===== config.mk =====
export PLATFORM = sky130hd
export DESIGN_NAME = fetch_ctrl_flat
export DESIGN_NICKNAME = d
export VERILOG_FILES = /design/src/rtl/fetch_ctrl_if.sv /design/src/rtl/fetch_ctrl.sv /design/src/flat_wrapper.sv
export SDC_FILE = /design/constraint.sdc
export NUM_CORES = 1
export LEC_CHECK = 0
export ABC_CLOCK_PERIOD_IN_PS = 3200
export BUFFER_PORTS_ARGS = -buffer_cell sky130_fd_sc_hd__buf_2
export CAP_MARGIN = 20
export CORE_ASPECT_RATIO = 0.75
export CORE_MARGIN = 5
export CORE_UTILIZATION = 25
export CTS_BUF_LIST = sky130_fd_sc_hd__clkbuf_8
export CTS_CLUSTER_SIZE = 20
export DETAILED_ROUTE_END_ITERATION = 8
export MAX_ROUTING_LAYER = met4
export SLEW_MARGIN = 10
export SYNTH_ARGS = -nofsm -noshare
export SYNTH_HDL_FRONTEND = slang
export SYNTH_SLANG_ARGS = --single-unit

===== constraint.sdc =====
create_clock -name FC_CLK -period 3.2 [get_ports FC_CLK]
set_input_delay 0 -clock FC_CLK [delete_from_list [all_inputs] [get_ports FC_CLK]]
set_output_delay 0 -clock FC_CLK [all_outputs]
set_load 0.005 [all_outputs]

===== src/rtl/fetch_ctrl_if.sv =====
// Fetch-control bundle: PC register controls, redirect sources and perf counters.
interface fetch_ctrl_if #(
    parameter int PERF_W = 32
);
    logic [31:0]       FC_CUR_PC;
    logic              FC_IMISS;
    logic              FC_IRDY;
    logic              FC_HAZ_STALL;
    logic              FC_BR_TAKEN;
    logic [31:0]       FC_BR_TGT;
    logic              FC_TRAP;
    logic [31:0]       FC_TRAP_TGT;
    logic              FC_PC_LD;
    logic [31:0]       FC_PC_DIN;
    logic              FC_PC_STALL;
    logic              FC_IF_FLUSH;
    logic              FC_ID_FLUSH;
    logic              FC_MISS_ERR;
    logic [PERF_W-1:0] FC_STALL_CNT;
    logic [PERF_W-1:0] FC_MISS_CNT;

    modport master (
        input  FC_CUR_PC, FC_IMISS, FC_IRDY, FC_HAZ_STALL,
        input  FC_BR_TAKEN, FC_BR_TGT, FC_TRAP, FC_TRAP_TGT,
        output FC_PC_LD, FC_PC_DIN, FC_PC_STALL,
        output FC_IF_FLUSH, FC_ID_FLUSH, FC_MISS_ERR,
        output FC_STALL_CNT, FC_MISS_CNT
    );

    modport slave (
        output FC_CUR_PC, FC_IMISS, FC_IRDY, FC_HAZ_STALL,
        output FC_BR_TAKEN, FC_BR_TGT, FC_TRAP, FC_TRAP_TGT,
        input  FC_PC_LD, FC_PC_DIN, FC_PC_STALL,
        input  FC_IF_FLUSH, FC_ID_FLUSH, FC_MISS_ERR,
        input  FC_STALL_CNT, FC_MISS_CNT
    );
endinterface


===== src/rtl/fetch_ctrl.sv =====
// Fetch-stage PC sequencer: redirect arbitration, icache-miss hold with
// buffered redirect, miss timeout flag and saturating perf counters.
module fetch_ctrl #(
    parameter int PERF_W       = 32,
    parameter int MISS_TIMEOUT = 1024
) (
    input logic          FC_CLK,
    input logic          FC_RST,
    fetch_ctrl_if.master bus
);
    localparam int TW = $clog2(MISS_TIMEOUT + 1);

    typedef enum logic {RUN, MISS} state_e;

    state_e            state_q, state_d;
    logic              pend_vld_q, pend_vld_d;
    logic              pend_trap_q, pend_trap_d;
    logic [31:0]       pend_tgt_q, pend_tgt_d;
    logic [TW-1:0]     tmo_q, tmo_d;
    logic              err_q, err_d;
    logic [PERF_W-1:0] stall_cnt_q, miss_cnt_q;

    logic        pc_ld, pc_stall, if_flush, id_flush, miss_ent;
    logic [31:0] pc_din;

    always_comb begin
        state_d     = state_q;
        pend_vld_d  = pend_vld_q;
        pend_trap_d = pend_trap_q;
        pend_tgt_d  = pend_tgt_q;
        tmo_d       = tmo_q;
        err_d       = err_q;
        pc_ld       = 1'b1;
        pc_stall    = 1'b0;
        pc_din      = bus.FC_CUR_PC + 32'd4;
        if_flush    = 1'b0;
        id_flush    = 1'b0;
        miss_ent    = 1'b0;
        if (FC_RST) begin
            pc_ld    = 1'b0;
            pc_stall = 1'b1;
            if_flush = 1'b1;
            id_flush = 1'b1;
            pc_din   = 32'd0;
        end else begin
            unique case (state_q)
                RUN: begin
                    if (bus.FC_TRAP) begin
                        pc_din   = bus.FC_TRAP_TGT;
                        if_flush = 1'b1;
                        id_flush = 1'b1;
                    end else if (bus.FC_BR_TAKEN) begin
                        pc_din   = bus.FC_BR_TGT;
                        if_flush = 1'b1;
                        id_flush = 1'b1;
                    end else if (bus.FC_IMISS) begin
                        pc_din   = bus.FC_CUR_PC;
                        pc_stall = 1'b1;
                        if_flush = 1'b1;
                        miss_ent = 1'b1;
                        state_d  = MISS;
                    end else if (bus.FC_HAZ_STALL) begin
                        pc_din   = bus.FC_CUR_PC;
                        pc_stall = 1'b1;
                    end
                end
                MISS: begin
                    pc_din   = bus.FC_CUR_PC;
                    pc_stall = 1'b1;
                    if_flush = 1'b1;
                    id_flush = bus.FC_TRAP | bus.FC_BR_TAKEN;
                    if (tmo_q != TW'(MISS_TIMEOUT))
                        tmo_d = tmo_q + TW'(1);
                    if (tmo_q == TW'(MISS_TIMEOUT - 1))
                        err_d = 1'b1;
                    if (bus.FC_IRDY) begin
                        pc_stall   = 1'b0;
                        pend_vld_d = 1'b0;
                        tmo_d      = '0;
                        state_d    = RUN;
                        if (bus.FC_TRAP)
                            pc_din = bus.FC_TRAP_TGT;
                        else if (bus.FC_BR_TAKEN)
                            pc_din = bus.FC_BR_TGT;
                        else if (pend_vld_q)
                            pc_din = pend_tgt_q;
                    end else if (bus.FC_TRAP) begin
                        pend_vld_d  = 1'b1;
                        pend_trap_d = 1'b1;
                        pend_tgt_d  = bus.FC_TRAP_TGT;
                    end else if (bus.FC_BR_TAKEN &&
                                 !(pend_vld_q && pend_trap_q)) begin
                        // a buffered trap outranks any later branch
                        pend_vld_d  = 1'b1;
                        pend_trap_d = 1'b0;
                        pend_tgt_d  = bus.FC_BR_TGT;
                    end
                end
            endcase
        end
    end

    always_ff @(posedge FC_CLK) begin
        if (FC_RST) begin
            state_q     <= RUN;
            pend_vld_q  <= 1'b0;
            pend_trap_q <= 1'b0;
            pend_tgt_q  <= '0;
            tmo_q       <= '0;
            err_q       <= 1'b0;
            stall_cnt_q <= '0;
            miss_cnt_q  <= '0;
        end else begin
            state_q     <= state_d;
            pend_vld_q  <= pend_vld_d;
            pend_trap_q <= pend_trap_d;
            pend_tgt_q  <= pend_tgt_d;
            tmo_q       <= tmo_d;
            err_q       <= err_d;
            if (pc_stall && !(&stall_cnt_q))
                stall_cnt_q <= stall_cnt_q + PERF_W'(1);
            if (miss_ent && !(&miss_cnt_q))
                miss_cnt_q <= miss_cnt_q + PERF_W'(1);
        end
    end

    assign bus.FC_PC_LD     = pc_ld;
    assign bus.FC_PC_DIN    = pc_din;
    assign bus.FC_PC_STALL  = pc_stall;
    assign bus.FC_IF_FLUSH  = if_flush;
    assign bus.FC_ID_FLUSH  = id_flush;
    assign bus.FC_MISS_ERR  = err_q;
    assign bus.FC_STALL_CNT = stall_cnt_q;
    assign bus.FC_MISS_CNT  = miss_cnt_q;
endmodule


===== src/flat_wrapper.sv =====
// flat-port wrapper written by rule: the top's interface ports become plain ports
module fetch_ctrl_flat 
#(
    parameter int PERF_W       = 32,
    parameter int MISS_TIMEOUT = 1024
)
  (FC_CLK, FC_RST, bus_FC_CUR_PC, bus_FC_IMISS, bus_FC_IRDY, bus_FC_HAZ_STALL, bus_FC_BR_TAKEN, bus_FC_BR_TGT, bus_FC_TRAP, bus_FC_TRAP_TGT, bus_FC_PC_LD, bus_FC_PC_DIN, bus_FC_PC_STALL, bus_FC_IF_FLUSH, bus_FC_ID_FLUSH, bus_FC_MISS_ERR, bus_FC_STALL_CNT, bus_FC_MISS_CNT);
  fetch_ctrl_if #(.PERF_W(PERF_W)) bus_i ();
  input logic FC_CLK;
  input logic FC_RST;
  input wire logic [$bits(bus_i.FC_CUR_PC)-1:0] bus_FC_CUR_PC;
  input wire logic [$bits(bus_i.FC_IMISS)-1:0] bus_FC_IMISS;
  input wire logic [$bits(bus_i.FC_IRDY)-1:0] bus_FC_IRDY;
  input wire logic [$bits(bus_i.FC_HAZ_STALL)-1:0] bus_FC_HAZ_STALL;
  input wire logic [$bits(bus_i.FC_BR_TAKEN)-1:0] bus_FC_BR_TAKEN;
  input wire logic [$bits(bus_i.FC_BR_TGT)-1:0] bus_FC_BR_TGT;
  input wire logic [$bits(bus_i.FC_TRAP)-1:0] bus_FC_TRAP;
  input wire logic [$bits(bus_i.FC_TRAP_TGT)-1:0] bus_FC_TRAP_TGT;
  output wire logic [$bits(bus_i.FC_PC_LD)-1:0] bus_FC_PC_LD;
  output wire logic [$bits(bus_i.FC_PC_DIN)-1:0] bus_FC_PC_DIN;
  output wire logic [$bits(bus_i.FC_PC_STALL)-1:0] bus_FC_PC_STALL;
  output wire logic [$bits(bus_i.FC_IF_FLUSH)-1:0] bus_FC_IF_FLUSH;
  output wire logic [$bits(bus_i.FC_ID_FLUSH)-1:0] bus_FC_ID_FLUSH;
  output wire logic [$bits(bus_i.FC_MISS_ERR)-1:0] bus_FC_MISS_ERR;
  output wire logic [$bits(bus_i.FC_STALL_CNT)-1:0] bus_FC_STALL_CNT;
  output wire logic [$bits(bus_i.FC_MISS_CNT)-1:0] bus_FC_MISS_CNT;
  assign bus_i.FC_CUR_PC = bus_FC_CUR_PC;
  assign bus_i.FC_IMISS = bus_FC_IMISS;
  assign bus_i.FC_IRDY = bus_FC_IRDY;
  assign bus_i.FC_HAZ_STALL = bus_FC_HAZ_STALL;
  assign bus_i.FC_BR_TAKEN = bus_FC_BR_TAKEN;
  assign bus_i.FC_BR_TGT = bus_FC_BR_TGT;
  assign bus_i.FC_TRAP = bus_FC_TRAP;
  assign bus_i.FC_TRAP_TGT = bus_FC_TRAP_TGT;
  assign bus_FC_PC_LD = bus_i.FC_PC_LD;
  assign bus_FC_PC_DIN = bus_i.FC_PC_DIN;
  assign bus_FC_PC_STALL = bus_i.FC_PC_STALL;
  assign bus_FC_IF_FLUSH = bus_i.FC_IF_FLUSH;
  assign bus_FC_ID_FLUSH = bus_i.FC_ID_FLUSH;
  assign bus_FC_MISS_ERR = bus_i.FC_MISS_ERR;
  assign bus_FC_STALL_CNT = bus_i.FC_STALL_CNT;
  assign bus_FC_MISS_CNT = bus_i.FC_MISS_CNT;
  fetch_ctrl #(.PERF_W(PERF_W), .MISS_TIMEOUT(MISS_TIMEOUT)) u_core (.FC_CLK(FC_CLK), .FC_RST(FC_RST), .bus(bus_i));
endmodule

Word level (Yosys, flattened, before mapping)
Cells that the tools add are included.

storage, ports and cells
  bits in registers = 111
  input bits = 103
  output and inout bits = 101
  word-level logic and storage cells = 74

cells by class
  $add $sub $neg = 4
  eq/ne operators = 2
  muxes and demuxes = 41
  bitwise operators = 3
  reduce and logical (&&, ||, !) cells = 16

operator list
  cell                                                   number
  two-way mux 32 bit                                     11
  adder 32 x 1 -> 32 bit, second input constant          2
  one-hot mux 32 bit (2 select lines)                    1
  AND reduction 32 bit                                   2
  adder 32 x 3 -> 32 bit, second input constant          1
  two-way mux 1 bit                                      23
  two-way mux 11 bit                                     2
  adder 11 x 1 -> 11 bit, second input constant          1
  equality test 11 x 10 -> 1 bit, second input constant  1
  inequality test 11 bit, second input constant          1
  one-hot mux 1 bit (2 select lines)                     4
  AND reduction 2 bit                                    3
  logical AND 1 bit                                      4
  nonzero test 2 bit                                     2
  logical NOT 1 bit                                      3
  AND reduction 3 bit                                    1
  nonzero test 3 bit                                     1
  inverter 1 bit                                         2
  OR 1 bit                                               1

Depth between registers and ports, before layout
  depth in word-level cells = 7
  depth in mapped cells = 9
  mapped depth without buffers = 7

Worst setup path before layout
OpenSTA, ideal clock, no wires.

  kind = register -> register
  from = register u_core.stall_cnt_q[0] (netlist: u_core.bus.FC_STALL_CNT[0])
  to = register u_core.stall_cnt_q[1] (netlist: u_core.bus.FC_STALL_CNT[1])
  setup time = 0.128 ns
  data arrival time = 2.266 ns
  data required time = 3.072 ns
  path slack = 0.806 ns
  cell stages (with the launch flop) = 8
  path buffers = 1
  period minus slack after synthesis = 2.394 ns
  cell sequence = dfxtp_1 -> ha_1 -> inv_1 -> or4b_2 -> o31ai_1 -> buf_2 -> mux2i_1 -> nor2_1

between the ends
  word-level cells in the longest chain between the ends = 3
  elaborated cells on any way between the ends = 4
  those cells by class = 1 x add/sub; 3 x reduce/logical

RTL lines
  what                                                            RTL line           RTL
  start, declared                                                 fetch_ctrl.sv:21   logic [PERF_W-1:0] stall_cnt_q, miss_cnt_q;
  start signal, assigned                                          fetch_ctrl.sv:121  stall_cnt_q <= stall_cnt_q + PERF_W'(1);
  branches (longest 3 deep; another with adder 32 x 1 -> 32 bit)  -

Parallel ways; which one is timed is not known.
A chain may end at the register's enable or synchronous reset.

Worst setup path after layout
  from = register u_core.state_q
  to = register u_core.pend_tgt_q[24]

between the ends
  word-level cells in the longest chain between the ends = 1

RTL lines
  what                           RTL line           RTL
  start, declared                fetch_ctrl.sv:15   state_e state_q, state_d;
  start signal, assigned         fetch_ctrl.sv:114  state_q <= state_d;
  AND reduction 3 bit (no line)  -
  end signal, assigned           fetch_ctrl.sv:117  pend_tgt_q <= pend_tgt_d;
  end, declared                  fetch_ctrl.sv:18   logic [31:0] pend_tgt_q, pend_tgt_d;

No other way between the ends.

==> results.yml <==
clock_network:
  cts_setup_buffers: 0
  path_clk_slew_ns: 0.13
  cts.path.max_buffers: 2
  cts_tree: "built"
  htreeDepth: 3
  cts_resized: 0
  clock-sinks: 111
  numCtsBuffers: 9
  cts-hold-fix-buffers: 58
  clock-root-buffer: "clkbuf_8"
  clk_latency_ns: 0.41
finish:
  seq_area_sq_um: 2220
  multiInputGateArea_sq_um: 4950
  final_cell_mix: "buf_2, dfxtp_1, nor2_1"
  fin_nets: 1325
  final_common_cell: "buf_2"
  drive_gt1_share_pct: 21.7
  fillCellCount: 3252
  area_growth_pct: 29.2
detailed_routing:
  wl_um: 30900
  vias: 8931
  ant_nets: 0
  drc: 0
  wl_per_cell_um: 19.0
  via_per_inst: 5.50
  first_pass_iters: 6
  drt_iter0_markers: 790
global_routing:
  grt_max_degree: 135
  use_met2_pct: 26.1
  grtUsageMet1_pct: 26.0
  antenna_found_initial: 4
  grt_pass1_wl_um: 48300
  grtUsageTotal_pct: 18.2
  use_met3_pct: 4.20
  overflow: 0
  grt_pass1_vias: 8321
  grt_busiest_layer: "met2"
sta:
  min_period_ns: 2.86
  finalHoldViolCount: 0
  setup_viol: 0
  fin_setup_tns_ns: 0
  worst_pin_slew_ns: 0.947
  fin_crit_sh_pct: 89.4
  clock.fmax_ghz: 0.350
  slew_headroom_pct: 36.8
  clock_skew_ns: 0.0239
  rsz0062_at_grt: "no"
  slew_viol_final: 0
  setup_ws_ns: 0.340
die:
  start_util_pct: 25.2
  design.core.area_sq_um: 29900
  io-pin-count: 204
  dieArea_sq_um: 33800
  fp-row-count: 55
  die_height_um: 160
  fp.dieW_um: 211
yosys:
  synth_enable_flop_cells: 0
  ys_seq_area_share_pct: 29.5
  synth_area_per_cell_sq_um: 7.57
  postSynth.asyncResetShare_pct: 0
  synth.net_count: 1104
  synth_flop_cell: "dfxtp_1"
  yosys_warnings: 0
  syn-instance-count: 996
  ys_types: 69
  synth_area_sq_um: 7540
  ys_seq_elements: 111
worst_setup_path:
  path_delay_family: "buffers and inverters"
  worst-path-buf-inv: 3
  path_max_fanout: 53
  slowest_delay_ns: 0.59
  path_class: "flop to flop"
  end_kind: "flop"
  arrival_ns: 3.23
  cp_data_required_time_ns: 3.57
  crit_chain: "buf_4 > nand2b_1 > nor2_4 > buf_12 > nor2_1 > a311oi_1 > dlygate4sd3_1"
  cp_slowest_cell: "dlygate4sd3_1"
  critPathLaunchType: "flop"
status:
  status: "completed"
placed_design:
  hpwl_um: 22200
  gp_routability_congestion: 0.879
  io_buffers: 203
  dp_slack_ns: 0.571
power_and_ir_drop:
  peakVddDrop_uv: 216
  power_mw: 2.90
  power_density_nw_per_um2: 297
  switching_share_pct: 32.5
  clkPwrFrac_pct: 29.6
  pwr-share-comb_pct: 21.7
  netSwitchingPower_uw: 940
  leakagePower_nw: 3.64
  power.internal_mw: 1.96
  p_seq_share_pct: 48.7
job:
  drv_cap: 0
min_path:
  hold_class: "primary input to flop"
==> metrics by stage <==
| stage | instance area, sq um | hold slack (ns) | utilization (%) | cells |
|---|---|---|---|---|
| 2_1_floorplan | 7540 | 0.0907 | - | 996 |
| 3_3_place_gp | 8970 | 0.306 | 30.0 | 1546 |
| 3_5_place_dp | 8970 | 0.309 | 30.0 | 1546 |
| 4_1_cts | 9730 | 0.00107 | 32.5 | 1620 |
| 5_1_grt | 9750 | 0.0389 | 32.6 | 1624 |
| 6_report | 9750 | 0.0357 | 32.6 | 1625 |
==> cell families (layout without fill, tap and decap cells) <==
logic type	after synthesis	count (layout)	synth area share, %
AND/OR/NAND/NOR	391	391	27.0
multiplexers	36	36	4.93
other	0	4	0
AO/OA/AOI/OAI	318	318	28.6
XOR/XNOR	36	36	4.18
buffers and inverters	99	325	4.98
adder cells (fa/ha/maj)	5	5	0.829
flip-flops	111	111	29.5
==> power by group through the flow <==
stage,Sequential (mW),Clock (mW),Combinational (mW)
final,1.41,0.857,0.628
after global routing,1.41,0.939,0.688
after CTS,1.41,0.906,0.620
after detailed placement,1.44,0,0.561
after global placement,1.44,0,0.556
after floorplan,1.44,0,0.305
==> layer usage <==
layer,share of wire [%],wire length [um],vias up
li1,-,-,4262
met1,48,14900,4301
met2,43,13200,329
met3,7.7,2390,39
met4,1.4,441,0
met5,0,0,-
==> sequential cells by signal, summed over array words and instances (netlist names) <==
signal and count:
u_core.pend_trap_q 1, u_core.bus.FC_STALL_CNT 32, u_core.pend_vld_q 1, u_core.state_q 1
u_core.bus.FC_MISS_CNT 32, u_core.bus.FC_MISS_ERR 1, u_core.tmo_q 11, u_core.pend_tgt_q 32
==> area by class of cell <==
type                    count  area share, %
clock inverters             7          0.565
repair buffers            281           18.2
diodes                      4          0.103
well taps                 399           5.12
flip-flops and latches    111           22.8
clock buffers               9           1.27
inverters                  28           1.08
multi-input cells         786           50.8
==> worst reg2reg max path: stages, from the launching register on <==
cell,delay (ns)
dfxtp_2,0.40
buf_4,0.53
nand2b_1,0.24
nor2_4,0.44
buf_12,0.30
nor2_1,0.07
a311oi_1,0.26
dlygate4sd3_1,0.59
==> final timing paths <==
check                          from                      to  slack [ns]  cells after the start
max                  u_core.state_q   u_core.pend_tgt_q[24]        0.34                      7
min              bus_FC_TRAP_TGT[8]    u_core.pend_tgt_q[8]        0.04                      3
max reg2reg          u_core.state_q   u_core.pend_tgt_q[24]        0.34                      7
min reg2reg  u_core.bus.FC_MISS_ERR  u_core.bus.FC_MISS_ERR        0.50                      1
==> synth_stat cells, types with 3 or more instances <==
library cell | number | share of area (%)
a2111oi_0 | 3 | 0.35
a211oi_1 | 30 | 3.0
a21oi_1 | 72 | 4.8
a221oi_1 | 29 | 3.4
a222oi_1 | 6 | 0.80
a22oi_1 | 5 | 0.50
a2bb2oi_1 | 4 | 0.46
a311oi_1 | 12 | 1.4
a31oi_1 | 6 | 0.50
and2_1 | 3 | 0.25
and3_1 | 11 | 0.91
and4_1 | 14 | 1.6
buf_1 | 6 | 0.30
buf_2 | 3 | 0.20
clkbuf_1 | 62 | 3.1
dfxtp_1 | 111 | 29
ha_1 | 5 | 0.83
inv_1 | 26 | 1.3
mux2_2 | 9 | 1.3
mux2i_1 | 27 | 3.6
nand2_1 | 80 | 4.0
nand2b_1 | 5 | 0.41
nand3_1 | 39 | 2.6
nand3b_1 | 3 | 0.30
nand4_1 | 28 | 2.3
nor2_1 | 95 | 4.7
nor2b_1 | 10 | 0.83
nor3_1 | 22 | 1.5
nor4_1 | 16 | 1.3
o2111ai_1 | 3 | 0.35
o211ai_1 | 3 | 0.30
o21a_1 | 6 | 0.60
o21ai_0 | 72 | 4.8
o221ai_1 | 6 | 0.70
o22ai_1 | 4 | 0.33
o311ai_0 | 8 | 0.93
o31a_1 | 11 | 1.3
o31ai_1 | 16 | 1.6
or2_2 | 7 | 0.58
or3_1 | 29 | 2.4
or4_1 | 16 | 1.6
xnor2_1 | 16 | 1.9
xor2_1 | 20 | 2.3
Note: power is estimated with default switching activity, not from simulation.
